### config.mk
export PLATFORM = sky130hd
export DESIGN_NAME = regfile_scoreboard
export DESIGN_NICKNAME = d
export VERILOG_FILES = /design/src/rtl/regfile_pkg.sv /design/src/rtl/regfile_read_port.sv /design/src/rtl/regfile_scoreboard.sv
export SDC_FILE = /design/constraint.sdc
export NUM_CORES = 2
export LEC_CHECK = 0
export CORE_MARGIN = 4
export CORE_UTILIZATION = 55
export DETAILED_ROUTE_END_ITERATION = 8
export MAX_ROUTING_LAYER = met4
export PLACE_DENSITY = 0.72
export SKIP_LAST_GASP = 1
export SLEW_MARGIN = 20
export SYNTH_ARGS = -nofsm -noshare
export SYNTH_HDL_FRONTEND = slang
export SYNTH_SLANG_ARGS = --single-unit
### constraint.sdc
create_clock -name clk -period 171.5 [get_ports clk]
set_input_delay 51.45 -clock clk [delete_from_list [all_inputs] [get_ports clk]]
set_output_delay 51.45 -clock clk [all_outputs]
set_load 0.02 [all_outputs]
### src/rtl/regfile_pkg.sv
// regfile_pkg: shared constants, address-width helper and default types for the register file
package regfile_pkg;
    localparam int DEF_XLEN  = 32;
    localparam int DEF_DEPTH = 32;
    function automatic int aw_of(input int depth);
        return (depth < 2) ? 1 : $clog2(depth);
    endfunction
    localparam int DEF_AW = aw_of(DEF_DEPTH);
    typedef logic [DEF_AW-1:0]   reg_addr_t;
    typedef logic [DEF_XLEN-1:0] xlen_t;
endpackage

### src/rtl/regfile_read_port.sv
// regfile_read_port: one combinational read port with zero register, write-first bypass and ready flag
module regfile_read_port import regfile_pkg::*; #(
    parameter int XLEN     = DEF_XLEN,
    parameter int DEPTH    = DEF_DEPTH,
    parameter int ZERO_REG = 1,
    localparam int AW      = aw_of(DEPTH)
) (
    input  logic [DEPTH-1:0][XLEN-1:0] i_regs,
    input  logic [DEPTH-1:0]           i_pending,
    input  logic [AW-1:0]              i_addr,
    input  logic                       i_wb_en,
    input  logic [AW-1:0]              i_wb_rd,
    input  logic [XLEN-1:0]            i_wb_data,
    output logic [XLEN-1:0]            o_data,
    output logic                       o_ready
);
    logic w_zero, w_byp;
    always_comb begin
        w_zero  = (ZERO_REG != 0) && (i_addr == '0);
        w_byp   = i_wb_en && (i_wb_rd == i_addr);
        o_data  = w_zero ? '0 : w_byp ? i_wb_data : i_regs[i_addr];
        o_ready = w_zero || w_byp || !i_pending[i_addr];
    end
endmodule

### src/rtl/regfile_scoreboard.sv
// regfile_scoreboard: multi-port register file with write-first bypass and a pending-destination scoreboard
module regfile_scoreboard import regfile_pkg::*; #(
    parameter int XLEN      = DEF_XLEN,
    parameter int DEPTH     = DEF_DEPTH,
    parameter int NUM_RD    = 2,
    parameter int ZERO_REG  = 1,
    parameter int ALLOW_WAW = 0,
    localparam int AW       = aw_of(DEPTH)
) (
    input  logic                   clk,
    input  logic                   rst,
    input  logic [NUM_RD*AW-1:0]   i_rs_addr,
    output logic [NUM_RD*XLEN-1:0] o_rs_data,
    output logic [NUM_RD-1:0]      o_rs_ready,
    input  logic                   i_issue_valid,
    input  logic [AW-1:0]          i_issue_rd,
    output logic                   o_issue_stall,
    input  logic                   i_wb_en,
    input  logic [AW-1:0]          i_wb_rd,
    input  logic [XLEN-1:0]        i_wb_data,
    input  logic                   i_flush,
    output logic [AW:0]            o_busy_count
);
    localparam logic [DEPTH-1:0] ONE = DEPTH'(1);
    logic [DEPTH-1:0][XLEN-1:0] r_regs;
    logic [DEPTH-1:0]           r_pending;
    logic [AW:0]                r_busy;
    logic                       w_wb_en, w_wb_hit, w_iss_zero, w_accept, w_inc, w_dec;
    logic [DEPTH-1:0]           w_set, w_clr;
    always_comb begin
        // bypass is suppressed in reset so reads show the cleared storage
        w_wb_en       = i_wb_en && !rst;
        w_wb_hit      = i_wb_en && (i_wb_rd == i_issue_rd);
        w_iss_zero    = (ZERO_REG != 0) && (i_issue_rd == '0);
        o_issue_stall = i_issue_valid && (ALLOW_WAW == 0) && r_pending[i_issue_rd] && !w_wb_hit && !w_iss_zero;
        w_accept      = i_issue_valid && !o_issue_stall && !w_iss_zero && !i_flush;
        w_set         = w_accept ? ONE << i_issue_rd : '0;
        w_clr         = i_wb_en ? ONE << i_wb_rd : '0;
        w_inc         = w_accept && !r_pending[i_issue_rd];
        w_dec         = i_wb_en && r_pending[i_wb_rd] && !w_set[i_wb_rd];
    end
    always_ff @(posedge clk or posedge rst) begin
        if (rst) begin
            r_regs    <= '0;
            r_pending <= '0;
            r_busy    <= '0;
        end else begin
            if (i_wb_en && !((ZERO_REG != 0) && (i_wb_rd == '0)))
                r_regs[i_wb_rd] <= i_wb_data;
            r_pending <= i_flush ? '0 : (r_pending & ~w_clr) | w_set;
            r_busy    <= i_flush ? '0 : r_busy + (AW+1)'(w_inc) - (AW+1)'(w_dec);
        end
    end
    assign o_busy_count = r_busy;
    genvar g;
    for (g = 0; g < NUM_RD; g++) begin : g_rd
        regfile_read_port #(.XLEN(XLEN), .DEPTH(DEPTH), .ZERO_REG(ZERO_REG)) u_rd (
            .i_regs   (r_regs),
            .i_pending(r_pending),
            .i_addr   (i_rs_addr[g*AW +: AW]),
            .i_wb_en  (w_wb_en),
            .i_wb_rd  (i_wb_rd),
            .i_wb_data(i_wb_data),
            .o_data   (o_rs_data[g*XLEN +: XLEN]),
            .o_ready  (o_rs_ready[g])
        );
    end
endmodule
# [Yosys cells after proc, flatten, opt, wreduce, memory -nomap -nowiden]
# Index checks and enable logic that the tools add are counted.
[classes] reduce_logical=33 mux=25 shifts=2 order_cmp=5 n_eq_ne=3 n_bitwise=3 addsub=2
[ops] operator="1024-bit bitwise mux" n=1
[ops] operator="32-bit binary-select mux with 5-bit select" n=2
[ops] operator="32-bit 2-to-1 mux" n=10
[ops] operator="32-bit demux with 5-bit select" n=1
[ops] operator="1-bit by 5-bit << shifter with 32-bit output, first input constant" n=2
[ops] operator="32-bit AND" n=1
[ops] operator="32-bit inverter" n=1
[ops] operator="32-bit bitwise OR" n=1
[ops] operator="1-bit binary-select mux with 5-bit select" n=5
[ops] operator="5-bit by 6-bit less-than comparator with 1-bit output, second input constant" n=4
[ops] operator="5-bit logical NOT" n=4
[ops] operator="5-bit equality test" n=3
[ops] operator="1-bit logical AND" n=15
[ops] operator="1-bit logical NOT" n=10
[ops] operator="6-bit by 1-bit adder with 6-bit output" n=1
[ops] operator="6-bit 2-to-1 mux" n=1
[ops] operator="6-bit by 1-bit subtractor with 6-bit output" n=1
[ops] operator="5-bit by 1-bit >= comparator with 1-bit output, second input constant" n=1
[ops] operator="1-bit 2-to-1 mux" n=5
[ops] operator="1-bit logical OR" n=4
[word_totals] out_inout_bits=73 regBits=1062 word_cells=107

# [Logic depth before layout (Yosys ltp)]
[depth] depth_word=16 mapped_depth=17 ltp_nobuf=15

# [Modules after synthesis]
# A second synthesis with hierarchy kept.
[hier_totals] hier_cells=3994 area_unflattened_um2=57974.4
[modules_own_cells] mod="regfile_scoreboard" n_inst=1 area_each_um2=40357.5 seq_area_each_um2=26575.5 cells_each=2526
[modules_own_cells] mod="regfile_read_port" n_inst=2 area_each_um2=8808.4 seq_area_each_um2=0.0 cells_each=734

# [Worst setup path before layout]
# OpenSTA, ideal clock, no wires.
[synth_path] path_kind="in2out" from="in rst" to="out o_rs_data[32]" t_required_ns=120.050 stages=5 n_path_buf=1 setup_slack_ns=41.240 arrival_ns=78.810 cell_sequence="inv_1 -> nand4_1 -> nand2_1 -> clkbuf_1 -> o211ai_1"
[synth_between] elab_chain_cells=5
[synth_rtl] item="start: declaration" line="regfile_scoreboard.sv:11" source="input logic rst,"
[synth_rtl] item="1-bit logical NOT (no source line)"
[synth_rtl] item="1-bit logical AND" line="regfile_scoreboard.sv:32" source="w_wb_en = i_wb_en && !rst;"
[synth_rtl] item="1-bit logical AND" line="regfile_read_port.sv:20" source="w_byp = i_wb_en && (i_wb_rd == i_addr);"
[synth_rtl] item="32-bit 2-to-1 mux (2 in a row)" line="regfile_read_port.sv:21" source="o_data = w_zero ? '0 : w_byp ? i_wb_data : i_regs[i_addr];"
[synth_rtl] item="end: declaration" line="regfile_scoreboard.sv:13" source="output logic [NUM_RD*XLEN-1:0] o_rs_data,"
# Every way passes these cells.

# [Worst setup path after layout]
[layout_path] from="in i_rs_addr[1]" to="out o_rs_data[9]"
[layout_between] elab_chain_cells=4
[layout_rtl] item="start: declaration" line="regfile_scoreboard.sv:12" source="input logic [NUM_RD*AW-1:0] i_rs_addr,"
[layout_rtl] item="32-bit binary-select mux with 5-bit select / 5-bit equality test (equally long branches)" line="regfile_read_port.sv:21, regfile_read_port.sv:20"
[layout_rtl] item="32-bit 2-to-1 mux (not written as such) / 1-bit logical AND (equally long branches)" line="regfile_read_port.sv:21, regfile_read_port.sv:20"
[layout_rtl] item="32-bit 2-to-1 mux" line="regfile_read_port.sv:21"
[layout_rtl] item="32-bit 2-to-1 mux (*)" line="regfile_read_port.sv:21"
# Every way passes the cells marked *; elsewhere a longest branch is shown, timed or not. The select of a mux whose other input is x is not followed.

==> results.ini <==
[outcome]
status = complete, no violations

[floorplanning]
die_width_microns = 333
chipHeight_microns = 333
coreArea_sq_um = 104000
start_util_pct = 55.7
dieArea_sq_um = 111000
rows = 118
io_pins = 130

[synth]
yosys.area_share.xor_xnor_pct = 0.302
synth_largest_area_cell = dfrtp_1
syn_nets = 3968
ys_top_cells_by_area = dfrtp_1 (46%), mux4_2 (20%), mux2_2 (20%)
synth_edf_count = 0
synth_top_family_by_area = multiplexers
yosys_warnings = 0
synth_compound_area_share_pct = 4.34
ys_ff_latch = 1062
avgSynthCellArea_sq_um = 14.9
seq_area_frac_synth_pct = 45.8
synth_simple_gate_area_share_pct = 2.17
synth_top_cell_area_share_pct = 45.8
syn_inst = 3904
synth_cell_types = 56
synth-async-reset-ratio_pct = 100
syn_area_sq_um = 58000
synth_fa_ha_area_share_pct = 0.164
synth-main-ff-cell = dfrtp_1
synthMuxAreaShare_pct = 43.6

[sta]
final_min_period_over_clock_period_pct = 62.6
hold_viol = 0
rsz0062_at_grt = false
max_freq_mhz = 9.32
skew_ns = 0.00780
slew_headroom_pct = 22.2
post-route-min-period_ns = 107.34
setup_viol = 0
fin_ws_ns = 64.16
tns_ns = 0
drv_slew = 0
worstMarginPinSlew_ns = 1.16

[critical_path]
r2r-end = o_busy_count[4]
crit_arrival_ns = 55.89
required_ns = 120.05
setup.worst_path.end = o_rs_data[9]
critPathKind = input port to output port
rrSetupSlack_ns = 167.98
end_kind = output port
worstPathMaxFanout = 82
timing.rr.start = r_pending[16]
critPathLaunchType = input port
r2r_cells = 13
crit_path_start = i_rs_addr[1]

[detailed_routing]
ant_nets = 0
wl_mm = 175
drt_iter0_drc = 3985
top_layer_used = met4
route.detailed.drc = 0
drt-met1-wl_mm = 69.7
drt-wirelength-per-cell_microns = 33.2
dr.pass1.iters = 6
wl_met2_mm = 81.5
vias = 37500
wl_met3_mm = 16.3
vias_per_cell = 7.10

[clock_tree]
cts_made_buffers = 113
htree_levels = 3
clockBufferDepth = 3
cts_setup_buffers = 0
postCtsHoldBufs = 0
cts_root_buf = clkbuf_16
cts_num_sinks = 1062
cts_tree = done
cts_resized = 0
insertion_delay_ns = 0.71
path_clk_slew_ns = 0.06

[global_routing]
antenna_found_initial = 4
grt_use_total_pct = 32.7
grt_overflow = 0
grt_pass1_wl_mm = 264
grt_start_max_net_pins = 176
grt_pass1_vias = 38600

[placement]
gp_congestion = 0.845
post-place-ws_ns = 64.21
hpwl_mm = 95.5
portBuffers = 129
place_area_sq_um = 60200

[power]
power_per_cell_area_nw_per_um2 = 11.7
power.total_mw = 0.749
peakVddDrop_v = 0.00000914
power.leakage_nw = 27.5

[layout]
final_cell_area_sq_um = 64100
area_growth_pct = 10.5
final_nets = 3872
drive_above_1_share_pct = 48.9

[hold_path]
hp-class = register to register

[run]
maxCapViolCount = 0

-- flip-flops by register name, indices dropped and copies added, names as in the netlist --
register,cells
o_busy_count,6
r_pending,32
r_regs,1024
-- final cells by class --
type,count,area (sq um)
flip-flops and latches,1062,26600
well taps,1380,1730
inverters,24,98.8
clock inverters,46,629
clock buffers,163,3280
fillers,7785,40000
diodes,5,12.5
repair buffers,235,2200
multi-input cells,2372,29600
-- cell usage in the layout (no fill, tap or decap), drive strengths merged, types with 15 or more instances in the layout --
cell	Yosys	layout
nand2	54	54
a32oi	15	15
mux2i	183	183
clkinv	0	22
a21oi	58	58
mux2	1035	1035
nor2	99	99
clkdlybuf4s50	0	119
inv	24	25
a211o	15	15
mux4	524	524
nand3	21	21
a221o	20	20
clkbuf	222	163
buf	224	116
o22ai	47	47
xor2	15	15
o21ai	25	25
a22oi	21	21
nor2b	20	20
dfrtp	1062	1062
a221oi	46	46
o221ai	20	20
-- worst max-delay path: stages --
cell and delay [ns]:
buf_8 0.57, buf_4 0.81, buf_4 0.85, mux4_2 0.36, a211o_1 0.15, a21oi_1 0.07
o31ai_1 0.68, clkdlybuf4s50_1 0.74
-- where the power goes --
| group | internal (mW) | switching [mW] |
|---|---|---|
| logic | 0.0952 | 0.0646 |
| clock network | 0.153 | 0.105 |
| registers | 0.297 | 0.0337 |
| total | 0.546 | 0.204 |
-- cells in the mapped netlist (23+ instances only) --
master and count:
a221oi_1 46, clkbuf_1 222, nand2_1 54, nor2_1 99, buf_1 30, mux2i_1 183, mux4_2 524, a21oi_1 58
o21ai_0 25, inv_1 23, o22ai_1 47, mux2_2 1035, dfrtp_1 1062, buf_4 40, buf_2 153
-- cell families after synthesis --
group | count (synthesis)
AO/OA/AOI/OAI | 341
XOR/XNOR | 20
adder cells (fa/ha/maj) | 7
buffers and inverters | 470
flip-flops | 1062
multiplexers | 1742
AND/OR/NAND/NOR | 262
-- worst min-delay path by stage --
stage | from | to | slack (ns) | cells past startpoint
finish | r_regs[27] | r_regs[27] | 0.39 | 0
detailed placement | r_regs[27] | r_regs[27] | 0.39 | 0
floorplan | r_regs[0] | r_regs[0] | 0.44 | 1
global placement | r_regs[22] | r_regs[22] | 0.38 | 0
global route | r_regs[27] | r_regs[27] | 0.41 | 0
CTS | r_regs[27] | r_regs[27] | 0.40 | 0
-- layer usage --
metal,GRT usage [%],up-vias
met4,12.2,0
li1,-,15000
met2,49.1,1875
met5,-,-
met3,6.94,484
met1,44.6,20200
-- stage by stage --
step	hold WS, ns	util (%)	std cells
4_1_cts	0.399	61.6	5281
6_report	0.394	61.6	5287
3_3_place_gp	0.377	57.8	5072
2_1_floorplan	0.441	-	3904
3_5_place_dp	0.385	57.8	5072
5_1_grt	0.410	61.6	5284
Power figures use the tool's default switching activity.
